File: config.mk
export PLATFORM = sky130hd
export DESIGN_NAME = instr_encoder_loader_flat
export DESIGN_NICKNAME = d
export VERILOG_FILES = /design/src/rtl/rv_isa_pkg.sv /design/src/rtl/instr_encoder_loader_if.sv /design/src/rtl/rv_instr_encode.sv /design/src/rtl/instr_encoder_loader.sv /design/src/flat_wrapper.sv
export SDC_FILE = /design/constraint.sdc
export NUM_CORES = 1
export LEC_CHECK = 0
export CORE_ASPECT_RATIO = 0.8
export CORE_UTILIZATION = 35
export CTS_CLUSTER_SIZE = 28
export DETAILED_ROUTE_END_ITERATION = 8
export PLACE_DENSITY = 0.71
export SLEW_MARGIN = 20
export SYNTH_ARGS = -nofsm -noshare
export SYNTH_HDL_FRONTEND = slang
export SYNTH_HIERARCHICAL = 1
export SYNTH_SLANG_ARGS = --single-unit
File: constraint.sdc
create_clock -name clk -period 3.2 [get_ports clk]
set_clock_uncertainty 0.15 [all_clocks]
set_input_delay 0.32 -clock clk [delete_from_list [all_inputs] [get_ports clk]]
set_output_delay 0.32 -clock clk [all_outputs]
set_load 0.05 [all_outputs]
File: src/rtl/rv_isa_pkg.sv
// RV64 encoding constants shared by the instruction encoder and the IMEM loader.
package rv_isa_pkg;

   localparam logic [6:0] OPC_R   = 7'b0110011;
   localparam logic [6:0] OPC_LD  = 7'b0000011;
   localparam logic [6:0] OPC_SD  = 7'b0100011;
   localparam logic [6:0] OPC_BEQ = 7'b1100011;
   localparam logic [6:0] OPC_OPI = 7'b0010011;

   localparam logic [2:0] F3_ADD_SUB = 3'b000;
   localparam logic [2:0] F3_AND     = 3'b111;
   localparam logic [2:0] F3_OR      = 3'b110;
   localparam logic [2:0] F3_DWORD   = 3'b011;
   localparam logic [2:0] F3_BEQ     = 3'b000;
   localparam logic [2:0] F3_ADDI    = 3'b000;
   localparam logic [2:0] F3_SLLI    = 3'b001;

   localparam logic [6:0] F7_ZERO = 7'b0000000;
   localparam logic [6:0] F7_SUB  = 7'b0100000;

   localparam logic [31:0] NOP_WORD = 32'h0000_0013;

   typedef enum logic [3:0] {
      OP_ADD  = 4'd0,
      OP_SUB  = 4'd1,
      OP_AND  = 4'd2,
      OP_OR   = 4'd3,
      OP_LD   = 4'd4,
      OP_SD   = 4'd5,
      OP_BEQ  = 4'd6,
      OP_ADDI = 4'd7,
      OP_SLLI = 4'd8
   } req_op_e;

   typedef enum logic [1:0] {
      ST_IDLE,
      ST_LOAD,
      ST_FLUSH,
      ST_DONE
   } load_state_e;

endpackage

File: src/rtl/instr_encoder_loader_if.sv
// Request handshake from the program source plus the IMEM write port driven by the loader.
interface instr_encoder_loader_if #(
   parameter int unsigned ADDR_W = 8
);
   logic              req_valid;
   logic              req_ready;
   logic [3:0]        req_op;
   logic [4:0]        req_rd;
   logic [4:0]        req_rs1;
   logic [4:0]        req_rs2;
   logic [12:0]       req_imm;
   logic              imem_we;
   logic [ADDR_W-1:0] imem_addr;
   logic [31:0]       imem_wdata;

   modport master (
      output req_valid, req_op, req_rd, req_rs1, req_rs2, req_imm,
      input  req_ready, imem_we, imem_addr, imem_wdata
   );

   modport slave (
      input  req_valid, req_op, req_rd, req_rs1, req_rs2, req_imm,
      output req_ready, imem_we, imem_addr, imem_wdata
   );
endinterface

File: src/rtl/rv_instr_encode.sv
// Combinational encoder: symbolic request -> 32-bit RV64 word plus an illegal flag
// (unknown op or immediate that does not fit the target format).
module rv_instr_encode
   import rv_isa_pkg::*;
(
   input  logic [3:0]  op,
   input  logic [4:0]  rd,
   input  logic [4:0]  rs1,
   input  logic [4:0]  rs2,
   input  logic [12:0] imm,
   output logic [31:0] word,
   output logic        illegal
);

   logic imm_fits12;

   assign imm_fits12 = (imm[12] == imm[11]);

   always_comb begin
      word    = '0;
      illegal = 1'b0;
      case (op)
         OP_ADD:  word = {F7_ZERO, rs2, rs1, F3_ADD_SUB, rd, OPC_R};
         OP_SUB:  word = {F7_SUB,  rs2, rs1, F3_ADD_SUB, rd, OPC_R};
         OP_AND:  word = {F7_ZERO, rs2, rs1, F3_AND,     rd, OPC_R};
         OP_OR:   word = {F7_ZERO, rs2, rs1, F3_OR,      rd, OPC_R};
         OP_LD: begin
            word    = {imm[11:0], rs1, F3_DWORD, rd, OPC_LD};
            illegal = !imm_fits12;
         end
         OP_SD: begin
            word    = {imm[11:5], rs2, rs1, F3_DWORD, imm[4:0], OPC_SD};
            illegal = !imm_fits12;
         end
         OP_BEQ: begin
            // B-type scatters the byte offset; bit 0 is implicit and must be clear
            word    = {imm[12], imm[10:5], rs2, rs1, F3_BEQ, imm[4:1], imm[11], OPC_BEQ};
            illegal = imm[0];
         end
         OP_ADDI: begin
            word    = {imm[11:0], rs1, F3_ADDI, rd, OPC_OPI};
            illegal = !imm_fits12;
         end
         OP_SLLI: begin
            word    = {6'b000000, imm[5:0], rs1, F3_SLLI, rd, OPC_OPI};
            illegal = |imm[12:6];
         end
         default: illegal = 1'b1;
      endcase
   end

endmodule

File: src/rtl/instr_encoder_loader.sv
// Encodes symbolic instruction requests and writes them to IMEM at sequential word
// addresses, then appends a NOP tail on finish so the pipeline drains cleanly.
module instr_encoder_loader
   import rv_isa_pkg::*;
#(
   parameter int unsigned IMEM_DEPTH = 64,
   parameter int unsigned ADDR_W     = 8,
   parameter int unsigned FLUSH_NOPS = 4
) (
   input  logic                        clk,
   input  logic                        rst_n,
   input  logic                        start,
   input  logic                        finish,
   instr_encoder_loader_if.slave       bus,
   output logic [$clog2(IMEM_DEPTH):0] count,
   output logic                        busy,
   output logic                        done,
   output logic                        err
);

   localparam int unsigned IDX_W      = $clog2(IMEM_DEPTH);
   localparam int unsigned CNT_W      = IDX_W + 1;
   localparam int unsigned FILL_LIMIT = IMEM_DEPTH - FLUSH_NOPS;
   localparam int unsigned FC_W       = (FLUSH_NOPS > 1) ? $clog2(FLUSH_NOPS) : 1;

   load_state_e       state_q, state_d;
   logic [CNT_W-1:0]  count_q, count_d, count_inc;
   logic [FC_W-1:0]   flush_cnt_q, flush_cnt_d;
   logic              err_q, err_d;
   logic              we_q, we_d;
   logic [ADDR_W-1:0] addr_q, addr_d, word_addr;
   logic [31:0]       wdata_q, wdata_d;
   logic              full, req_ready;
   logic [31:0]       enc_word;
   logic              enc_illegal;

   rv_instr_encode u_encode (
      .op      (bus.req_op),
      .rd      (bus.req_rd),
      .rs1     (bus.req_rs1),
      .rs2     (bus.req_rs2),
      .imm     (bus.req_imm),
      .word    (enc_word),
      .illegal (enc_illegal)
   );

   // The last FLUSH_NOPS words are reserved for the tail, so the pointer can never wrap.
   assign full      = (count_q >= CNT_W'(FILL_LIMIT));
   assign req_ready = (state_q == ST_LOAD) && !full && !err_q && !start && !finish;
   assign word_addr = ADDR_W'({count_q[IDX_W-1:0], 2'b00});
   assign count_inc = (count_q == CNT_W'(IMEM_DEPTH)) ? count_q : count_q + CNT_W'(1);

   always_comb begin
      state_d     = state_q;
      count_d     = count_q;
      flush_cnt_d = flush_cnt_q;
      err_d       = err_q;
      we_d        = 1'b0;
      addr_d      = addr_q;
      wdata_d     = wdata_q;
      if (start) begin
         state_d     = ST_LOAD;
         count_d     = '0;
         flush_cnt_d = '0;
         err_d       = 1'b0;
      end else begin
         unique case (state_q)
            ST_LOAD: begin
               if (finish) begin
                  state_d     = ST_FLUSH;
                  flush_cnt_d = '0;
               end else if (bus.req_valid && req_ready) begin
                  if (enc_illegal) begin
                     err_d = 1'b1;
                  end else begin
                     we_d    = 1'b1;
                     addr_d  = word_addr;
                     wdata_d = enc_word;
                     count_d = count_inc;
                  end
               end
            end
            ST_FLUSH: begin
               we_d        = 1'b1;
               addr_d      = word_addr;
               wdata_d     = NOP_WORD;
               count_d     = count_inc;
               flush_cnt_d = flush_cnt_q + FC_W'(1);
               if (flush_cnt_q == FC_W'(FLUSH_NOPS - 1)) begin
                  state_d = ST_DONE;
               end
            end
            default: ;
         endcase
      end
   end

   always_ff @(posedge clk or negedge rst_n) begin
      if (!rst_n) begin
         state_q     <= ST_IDLE;
         count_q     <= '0;
         flush_cnt_q <= '0;
         err_q       <= 1'b0;
         we_q        <= 1'b0;
         addr_q      <= '0;
         wdata_q     <= '0;
      end else begin
         state_q     <= state_d;
         count_q     <= count_d;
         flush_cnt_q <= flush_cnt_d;
         err_q       <= err_d;
         we_q        <= we_d;
         addr_q      <= addr_d;
         wdata_q     <= wdata_d;
      end
   end

   assign bus.req_ready  = req_ready;
   assign bus.imem_we    = we_q;
   assign bus.imem_addr  = addr_q;
   assign bus.imem_wdata = wdata_q;
   assign count          = count_q;
   assign busy           = (state_q == ST_LOAD) || (state_q == ST_FLUSH);
   assign done           = (state_q == ST_DONE);
   assign err            = err_q;

endmodule

File: src/flat_wrapper.sv
// flat-port wrapper written by rule: the top's interface ports become plain ports
module instr_encoder_loader_flat import rv_isa_pkg::*;
#(
   parameter int unsigned IMEM_DEPTH = 64,
   parameter int unsigned ADDR_W     = 8,
   parameter int unsigned FLUSH_NOPS = 4
)
  (clk, rst_n, start, finish, count, busy, done, err, bus_req_valid, bus_req_op, bus_req_rd, bus_req_rs1, bus_req_rs2, bus_req_imm, bus_req_ready, bus_imem_we, bus_imem_addr, bus_imem_wdata);
  instr_encoder_loader_if #(.ADDR_W(ADDR_W)) bus_i ();
  input  logic clk;
  input  logic rst_n;
  input  logic start;
  input  logic finish;
  output logic [$clog2(IMEM_DEPTH):0] count;
  output logic busy;
  output logic done;
  output logic err;
  input wire logic [$bits(bus_i.req_valid)-1:0] bus_req_valid;
  input wire logic [$bits(bus_i.req_op)-1:0] bus_req_op;
  input wire logic [$bits(bus_i.req_rd)-1:0] bus_req_rd;
  input wire logic [$bits(bus_i.req_rs1)-1:0] bus_req_rs1;
  input wire logic [$bits(bus_i.req_rs2)-1:0] bus_req_rs2;
  input wire logic [$bits(bus_i.req_imm)-1:0] bus_req_imm;
  output wire logic [$bits(bus_i.req_ready)-1:0] bus_req_ready;
  output wire logic [$bits(bus_i.imem_we)-1:0] bus_imem_we;
  output wire logic [$bits(bus_i.imem_addr)-1:0] bus_imem_addr;
  output wire logic [$bits(bus_i.imem_wdata)-1:0] bus_imem_wdata;
  assign bus_i.req_valid = bus_req_valid;
  assign bus_i.req_op = bus_req_op;
  assign bus_i.req_rd = bus_req_rd;
  assign bus_i.req_rs1 = bus_req_rs1;
  assign bus_i.req_rs2 = bus_req_rs2;
  assign bus_i.req_imm = bus_req_imm;
  assign bus_req_ready = bus_i.req_ready;
  assign bus_imem_we = bus_i.imem_we;
  assign bus_imem_addr = bus_i.imem_addr;
  assign bus_imem_wdata = bus_i.imem_wdata;
  instr_encoder_loader #(.IMEM_DEPTH(IMEM_DEPTH), .ADDR_W(ADDR_W), .FLUSH_NOPS(FLUSH_NOPS)) u_core (.clk(clk), .rst_n(rst_n), .start(start), .finish(finish), .bus(bus_i), .count(count), .busy(busy), .done(done), .err(err));
endmodule
==> metrics.txt, run 1 <==
vias in the first global route=between 2,000 and 3,000; register area share after synthesis=40.5%; DIE AREA=9380 sq um; worst setup path class=input pin to flip-flop; area share of the largest cell type after synthesis=between 40 and 50%; drt wl/cell=14.8 um; GP Congestion=0.806; Starting Density=between 30 and 40%; row count=30; Layout Nets=about 440; io pins=89; setup_tns=0 ns; Worst EP required=roughly 3.2 ns; Hold Vio Cnt, Final=0; first-pass GRT wire length=approximately 12,000 um; FFs w/ async S/R, synth=100%; area grow syn2layout=35.1%; Max-Slew Margin vs Limit=47.4%; remaining global-route overflow=0; critical-path cell list=clkdlybuf4s50_1, nand2b_1, mux2i_1, o2bb2ai_1, nand2b_1, or4_4, buf_4, a211oi_1, mux2_2; CTS buffer count=5; H-tree levels=2; Worst Slack Setup Final=approximately 0.32 ns; Post-Synthesis Cells=~310; Crit-path slowest cell=clkdlybuf4s50_1; syn_area_per_cell=10.1 sq um; DR vias=2,572; Switching Share=42.6%; Leak=between 2 and 2.5 nW; Setup crit start kind=input pin; number of flops mapped to enable cells by yosys=0; post-route ant nets=0; PwrDens=approximately 580 nW/um^2; initial antenna violation count=0; maximum fanout along the worst path=39; Worst EP arrival=~2.9 ns; DRT iter0 DRCs=127; final slew viol count=0; max-cap violations=0; Int Power=~1.4 mW; outcome=finished, final reports clean; Clock Sinks=slightly above 50; VDD IR max=~0.32 mV; drt first pass iters=4; PortBufs=between 80 and 90; Final period util=approximately nine tenths; final setup vio count=0; layout cells sized above 1=14.0%; CP max stage delay=around 0.57 ns; fmax=roughly 0.35 GHz; Clk Latency, worst-skew pair=around 0.3 ns; CP Capture Type=flip-flop; post-layout min period=approximately 2.9 ns; RSZ-0062 raised after global routing=false; Max Root-Sink Buffers=2; CTS Root Cell=clkbuf_8; core area=roughly 8600 sq um; post-synthesis register bit count=just over 50; cell count after placement=a little over 500; worst slew pin tran=0.789 ns; largest net degree at the start of global routing=40; Hold WS=0.334 ns; vias per cell=5.01; ranking of synthesized cells by area=dfrtp_1 (41%), nor3b_1 (7.2%), a21o_1 (6.9%); DRC viols=0; most common cell after layout, fill and taps aside=clkdlybuf4s50_1; Storage cell area=1280 sq um; dpl hpwl=between 5000 and 6000 um; most frequent cells in the layout=clkdlybuf4s50_1 (84), dfrtp_1 (51), nor3b_1 (30); NetSw=~1.1 mW; sequential share of power=between 30% and 40%; Non-Filler Instances=around 510; CTS clock-pin slew for the worst setup and hold paths=0.09 ns; FILL cells=830; CTS tree=done; Die Wd=around 110 um; ant diodes=0; GRT Util Overall=16.8%; Clock Power Share=16.3%; Critical Path Most Common Cell=nand2b_1; Netlist cell types=58; final WL=roughly 7600 um; Synth warnings=6; Design Power=roughly 2.5 mW; Die Y=between 80 and 90 um; area of the multi-input gates=1620 sq um; R2R Setup Slk=0.37 ns; Gate power share=about half; most area-hungry cell type in the Yosys netlist=dfrtp_1; Tightest Hold Check Type=flip-flop to flip-flop; ys flop type=dfrtp_1; post-synthesis instance area=between 3000 and 4000 sq um; pre-CTS setup slack=roughly 0.017 ns
[repair_timing]
action,4_1_cts,5_1_grt
hold buffers,1,0
resized for setup,0,0
setup buffers,0,0
hold endpoints to repair,35,0
[state kept, by name (all words and copies together) (netlist names)]
name	cells
u_core/bus.imem_we	1
u_core/bus.imem_wdata	32
u_core/flush_cnt_q	2
u_core/count	7
u_core/state_q	2
u_core/err	1
u_core/bus.imem_addr	6
[Yosys cell counts, types with 6 or more instances]
cell type,instances
a21o_1,29
a21oi_1,11
and2_1,10
buf_6,10
clkbuf_1,6
dfrtp_1,51
ha_1,6
inv_1,20
mux2_4,6
nand2_1,13
nand2b_1,7
nand3_1,10
nor2_1,14
nor2b_1,11
nor3b_1,30
[layout make-up]
cell class	count	area share [%]
multi-input cells	216	38.1
flip-flops and latches	51	30.0
repair buffers	106	24.4
well taps	112	3.29
clock buffers	7	2.26
inverters	20	1.76
clock inverters	1	0.176
[final timing paths]
| path | from | end | depth (start not counted) |
|---|---|---|---|
| min reg2reg | u_core/bus.imem_wdata[26] | u_core/bus.imem_wdata[26] | 1 |
| max reg2reg | u_core/state_q[1] | u_core/count[2] | 7 |
| min in group asynchronous | rst_n | u_core/bus.imem_wdata[3] | 2 |
| min | u_core/bus.imem_wdata[26] | u_core/bus.imem_wdata[26] | 1 |
| max in group asynchronous | rst_n | u_core/bus.imem_wdata[1] | 3 |
| max | bus_req_op[0] | u_core/count[2] | 9 |
[power by group through the flow]
stage / clock (mW) / sequential (mW) / combinational [mW]
after floorplan: 0 / 1.32 / 0.345
after global placement: 0 / 0.884 / 1.20
after detailed placement: 0 / 0.886 / 1.21
after CTS: 0.428 / 0.876 / 1.21
after global routing: 0.454 / 0.892 / 1.28
final: 0.404 / 0.874 / 1.21
[cells by family after synthesis]
kind of cell / Yosys count / share of synthesized area (%)
AO/OA/AOI/OAI: 71 / 17.6
XOR/XNOR: 3 / 1.31
adder cells (fa/ha/maj): 6 / 2.38
buffers and inverters: 46 / 8.62
flip-flops: 51 / 40.5
multiplexers: 15 / 5.96
other: 2 / 0.238
AND/OR/NAND/NOR: 117 / 23.3
[worst max-delay path, delay by kind of cell]
| kind | cells | cell delay, ns |
|---|---|---|
| AO/OA/AOI/OAI | 2 | 0.39 |
| buffers and inverters | 2 | 0.85 |
| multiplexers | 2 | 0.57 |
| AND/OR/NAND/NOR | 3 | 0.77 |
[layer usage]
metal  up-vias  wire length [um]  global-route usage (%)
met4         0                36                    2.62
met1      1231              3700                    23.5
met3         4               530                    4.66
li1       1251                 -                       -
met5         -                 0                       0
met2        86              3340                    26.5
[metrics by stage]
| stage | util [%] | cell area [sq um] |
|---|---|---|
| 2_1_floorplan | - | 3160 |
| 3_3_place_gp | 47.8 | 4110 |
| 3_5_place_dp | 47.8 | 4110 |
| 4_1_cts | 49.2 | 4230 |
| 5_1_grt | 49.5 | 4250 |
| 6_report | 49.5 | 4250 |
Power figures use the tool's default switching activity.
==> inputs of run 2 (changes only) <==
--- a/config.mk
+++ b/config.mk
@@ -13,5 +13,4 @@
 export SLEW_MARGIN = 20
 export SYNTH_ARGS = -nofsm -noshare
 export SYNTH_HDL_FRONTEND = slang
-export SYNTH_HIERARCHICAL = 1
 export SYNTH_SLANG_ARGS = --single-unit
==> constraint.sdc (replaced) <==
create_clock -name clk -period 3.2 [get_ports clk]
set_clock_uncertainty 0.15 [all_clocks]
set_input_delay 0.64 -clock clk [delete_from_list [all_inputs] [get_ports clk]]
set_output_delay 0.64 -clock clk [all_outputs]
set_load 0.05 [all_outputs]
==> metrics.txt, run 2 <==
post-synthesis register bit count=48 (-5.9%); final setup vio count=0 (unchanged); dpl hpwl=5480 um (-1.1%); critical-path cell list=clkdlybuf4s50_1, nor3_1, o211ai_2, nand4_2, o21a_2, buf_4, mux2i_1; fmax=0.353 GHz (+1.7%); DRT iter0 DRCs=179 (+41%); first-pass GRT wire length=12,300 um (-0.67%); DR vias=2,531 (-1.6%); Tightest Hold Check Type=input pin to async pin; register area share after synthesis=40.5% (-0.069 points); Final period util=88.5% (-1.5 points); Leak=1.85 nW (-9.1%); Stages on worst setup path=7 (-2); Max Root-Sink Buffers=2 (unchanged); number of flops mapped to enable cells by yosys=0 (unchanged); Setup crit start kind=input pin; DIE AREA=8860 sq um (-5.6%); RSZ-0062 raised after global routing=false; pre-CTS setup slack=0.0312 ns (+0.0137 ns); count leader, synth=dfrtp_1; Worst EP required=3.27 ns (+0.03 ns); CTS tree=done; Synth warnings=0 (-6); Clk Latency, worst-skew pair=0.30 ns (about the same); Clock Sinks=48 (-5.9%); worst path bufs/invs=2 (unchanged); max-cap violations=0 (unchanged); drt wl/cell=14.2 um (-4.3%); Crit-path slowest cell=o21a_2; post-layout min period=2.83 ns (-0.0473 ns); post-synthesis instance area=2970 sq um (-5.7%); most common cell after layout, fill and taps aside=clkdlybuf4s50_1; most area-hungry cell type in the Yosys netlist=dfrtp_1; outcome=finished, final reports clean; DRC viols=0 (unchanged); PwrDens=645 nW/um^2 (+11%); H-tree levels=2 (unchanged); CP max stage delay=0.66 ns (+0.09 ns); Max-Slew Margin vs Limit=48.0% (+0.64 points); worst slew pin tran=0.780 ns (-0.00955 ns); FILL cells=722 (-13%); cell family with most CP delay=compound AO/OA/AOI/OAI gates; Die Y=84.4 um (-2.8%); row count=29 (-3.3%); drt first pass iters=4 (unchanged); post-route cell area=4070 sq um (-4.4%); CTS buffer count=5 (unchanged); Netlist cell types=52 (-10%); Die Wd=105 um (-2.9%); Worst Slack Setup Final=0.369 ns (+0.0473 ns); Hold Buf Count CTS=0 (-1); ys flop type=dfrtp_1; setup_tns=0 ns (unchanged); vias per cell=4.97 (-0.82%); final WL=7220 um (-5.0%); Hold Vio Cnt, Final=0 (unchanged); VDD IR max=0.383 mV (+21%); Starting Density=36.7% (+0.056 points); CTS Root Cell=clkbuf_8; ranking of synthesized cells by area=dfrtp_1 (40%), mux2i_1 (4.7%), mux2_4 (4.6%); Post-Synthesis Cells=316 (+1.6%); worst setup path class=input pin to flip-flop; post-cts repair resize count=0 (unchanged); io pins=89 (unchanged); CP Capture Type=flip-flop; layout cells sized above 1=12.2% (-1.7 points); initial antenna violation count=0 (unchanged); syn_area_per_cell=9.40 sq um (-7.2%); DP Area=3950 sq um (-3.9%); Commonest cells post-synth=dfrtp_1 (48), nand2_1 (26), nand2b_1 (20); maximum fanout along the worst path=28 (-28%); most frequent cells in the layout=clkdlybuf4s50_1 (82), dfrtp_1 (48), nand2_1 (26); ant diodes=0 (unchanged); Layout Nets=443 (unchanged); vias in the first global route=2,376 (-5.7%); FFs w/ async S/R, synth=100% (unchanged); Worst EP arrival=2.90 ns (about the same); post-route ant nets=0 (unchanged); remaining global-route overflow=0 (unchanged); max reg flops=29 (-9.4%); core area=8090 sq um (-5.9%); area grow syn2layout=37.0%; largest net degree at the start of global routing=49 (+23%); CTS clock-pin slew for the worst setup and hold paths=0.09 ns (about the same); final slew viol count=0 (unchanged); PortBufs=84 (-2.3%); R2R cell count=8 (+1); GRT Util Overall=17.3% (+0.42 points); post-CTS setup buffer count=0 (unchanged); GP Congestion=0.823 (+2.1%); area share of the largest cell type after synthesis=40.5% (-0.069 points)
==> run 2: cell types whose count changed after synthesis, moves of 8 or more <==
cell      before  now
a21o_1        29    8
nand2_1       13   26
clkbuf_1       6   15
buf_6         10    2
o21ai_0        3   14
mux2i_1        3   14
and2_1        10    1
nor3b_1       30    1
nand2b_1       7   20
==> run 2: worst register-to-register path: cells and delay by family (launching register included) <==
kind                       cells  cell delay [ns]
muxes                          1             0.20
AOI/OAI and AO/OA              1             0.66
and+or+nand+nor                3             0.28
buffers and inverters          2             0.44
DFF                            1             0.43
adders and majority gates      1             0.27
==> run 2: path summary, 6_finish.rpt <==
kind                       slack, ns                 startpoint                         to
hold reg to reg                 0.34  u_core.bus.imem_wdata[13]  u_core.bus.imem_wdata[13]
hold / removal                  0.18                      rst_n    u_core.bus.imem_addr[6]
min in group clk                0.34  u_core.bus.imem_wdata[13]  u_core.bus.imem_wdata[13]
setup / recovery                0.37              bus_req_op[1]  u_core.bus.imem_wdata[29]
max in group asynchronous       2.31                      rst_n  u_core.bus.imem_wdata[22]
setup reg to reg                0.69          u_core.state_q[0]  u_core.bus.imem_wdata[29]
==> run 2: area by class of cell <==
cell class              count  area, sq um  area share [%]
multi-input cells         225         1570            38.6
flip-flops and latches     48         1200            29.5
repair buffers            102          983            24.2
well taps                 108          135            3.32
clock buffers               5         68.8            1.69
inverters                  18         67.6            1.66
clock inverters             3         42.5            1.05
==> run 2: kinds of logic (layout without fill, tap and decap cells) <==
kind of cell | after synthesis | count (layout) | synth area share [%]
other cells | 1 | 4 | 0.126
simple gates | 107 | 107 | 18.8
compound gates | 72 | 72 | 17.2
fa+ha+maj | 6 | 6 | 2.53
flops | 48 | 48 | 40.5
buf+inv | 46 | 128 | 7.12
mux | 31 | 31 | 12.3
xor+xnor | 5 | 5 | 1.48
==> run 2: stage by stage <==
step	hold slack (ns)	cells	util, %	power [mW]
6_report	0.183	509	50.3	2.63
5_1_grt	0.235	509	50.3	2.76
4_1_cts	0.344	509	50.2	2.65
3_5_place_dp	0.319	501	48.9	2.21
3_3_place_gp	0.310	501	48.9	2.19
2_1_floorplan	0.194	319	-	1.74
==> run 2: power breakdown <==
| part | switching [mW] | internal [mW] |
|---|---|---|
| logic | 0.845 | 0.492 |
| registers | 0.0954 | 0.758 |
| clock network | 0.204 | 0.231 |
==> run 2: layer usage <==
metal	part of all wire [%]	GRT usage [%]
met4	1.4	4.35
met1	49	24.8
met3	5.9	4.27
met2	43	25.9
met5	0	0
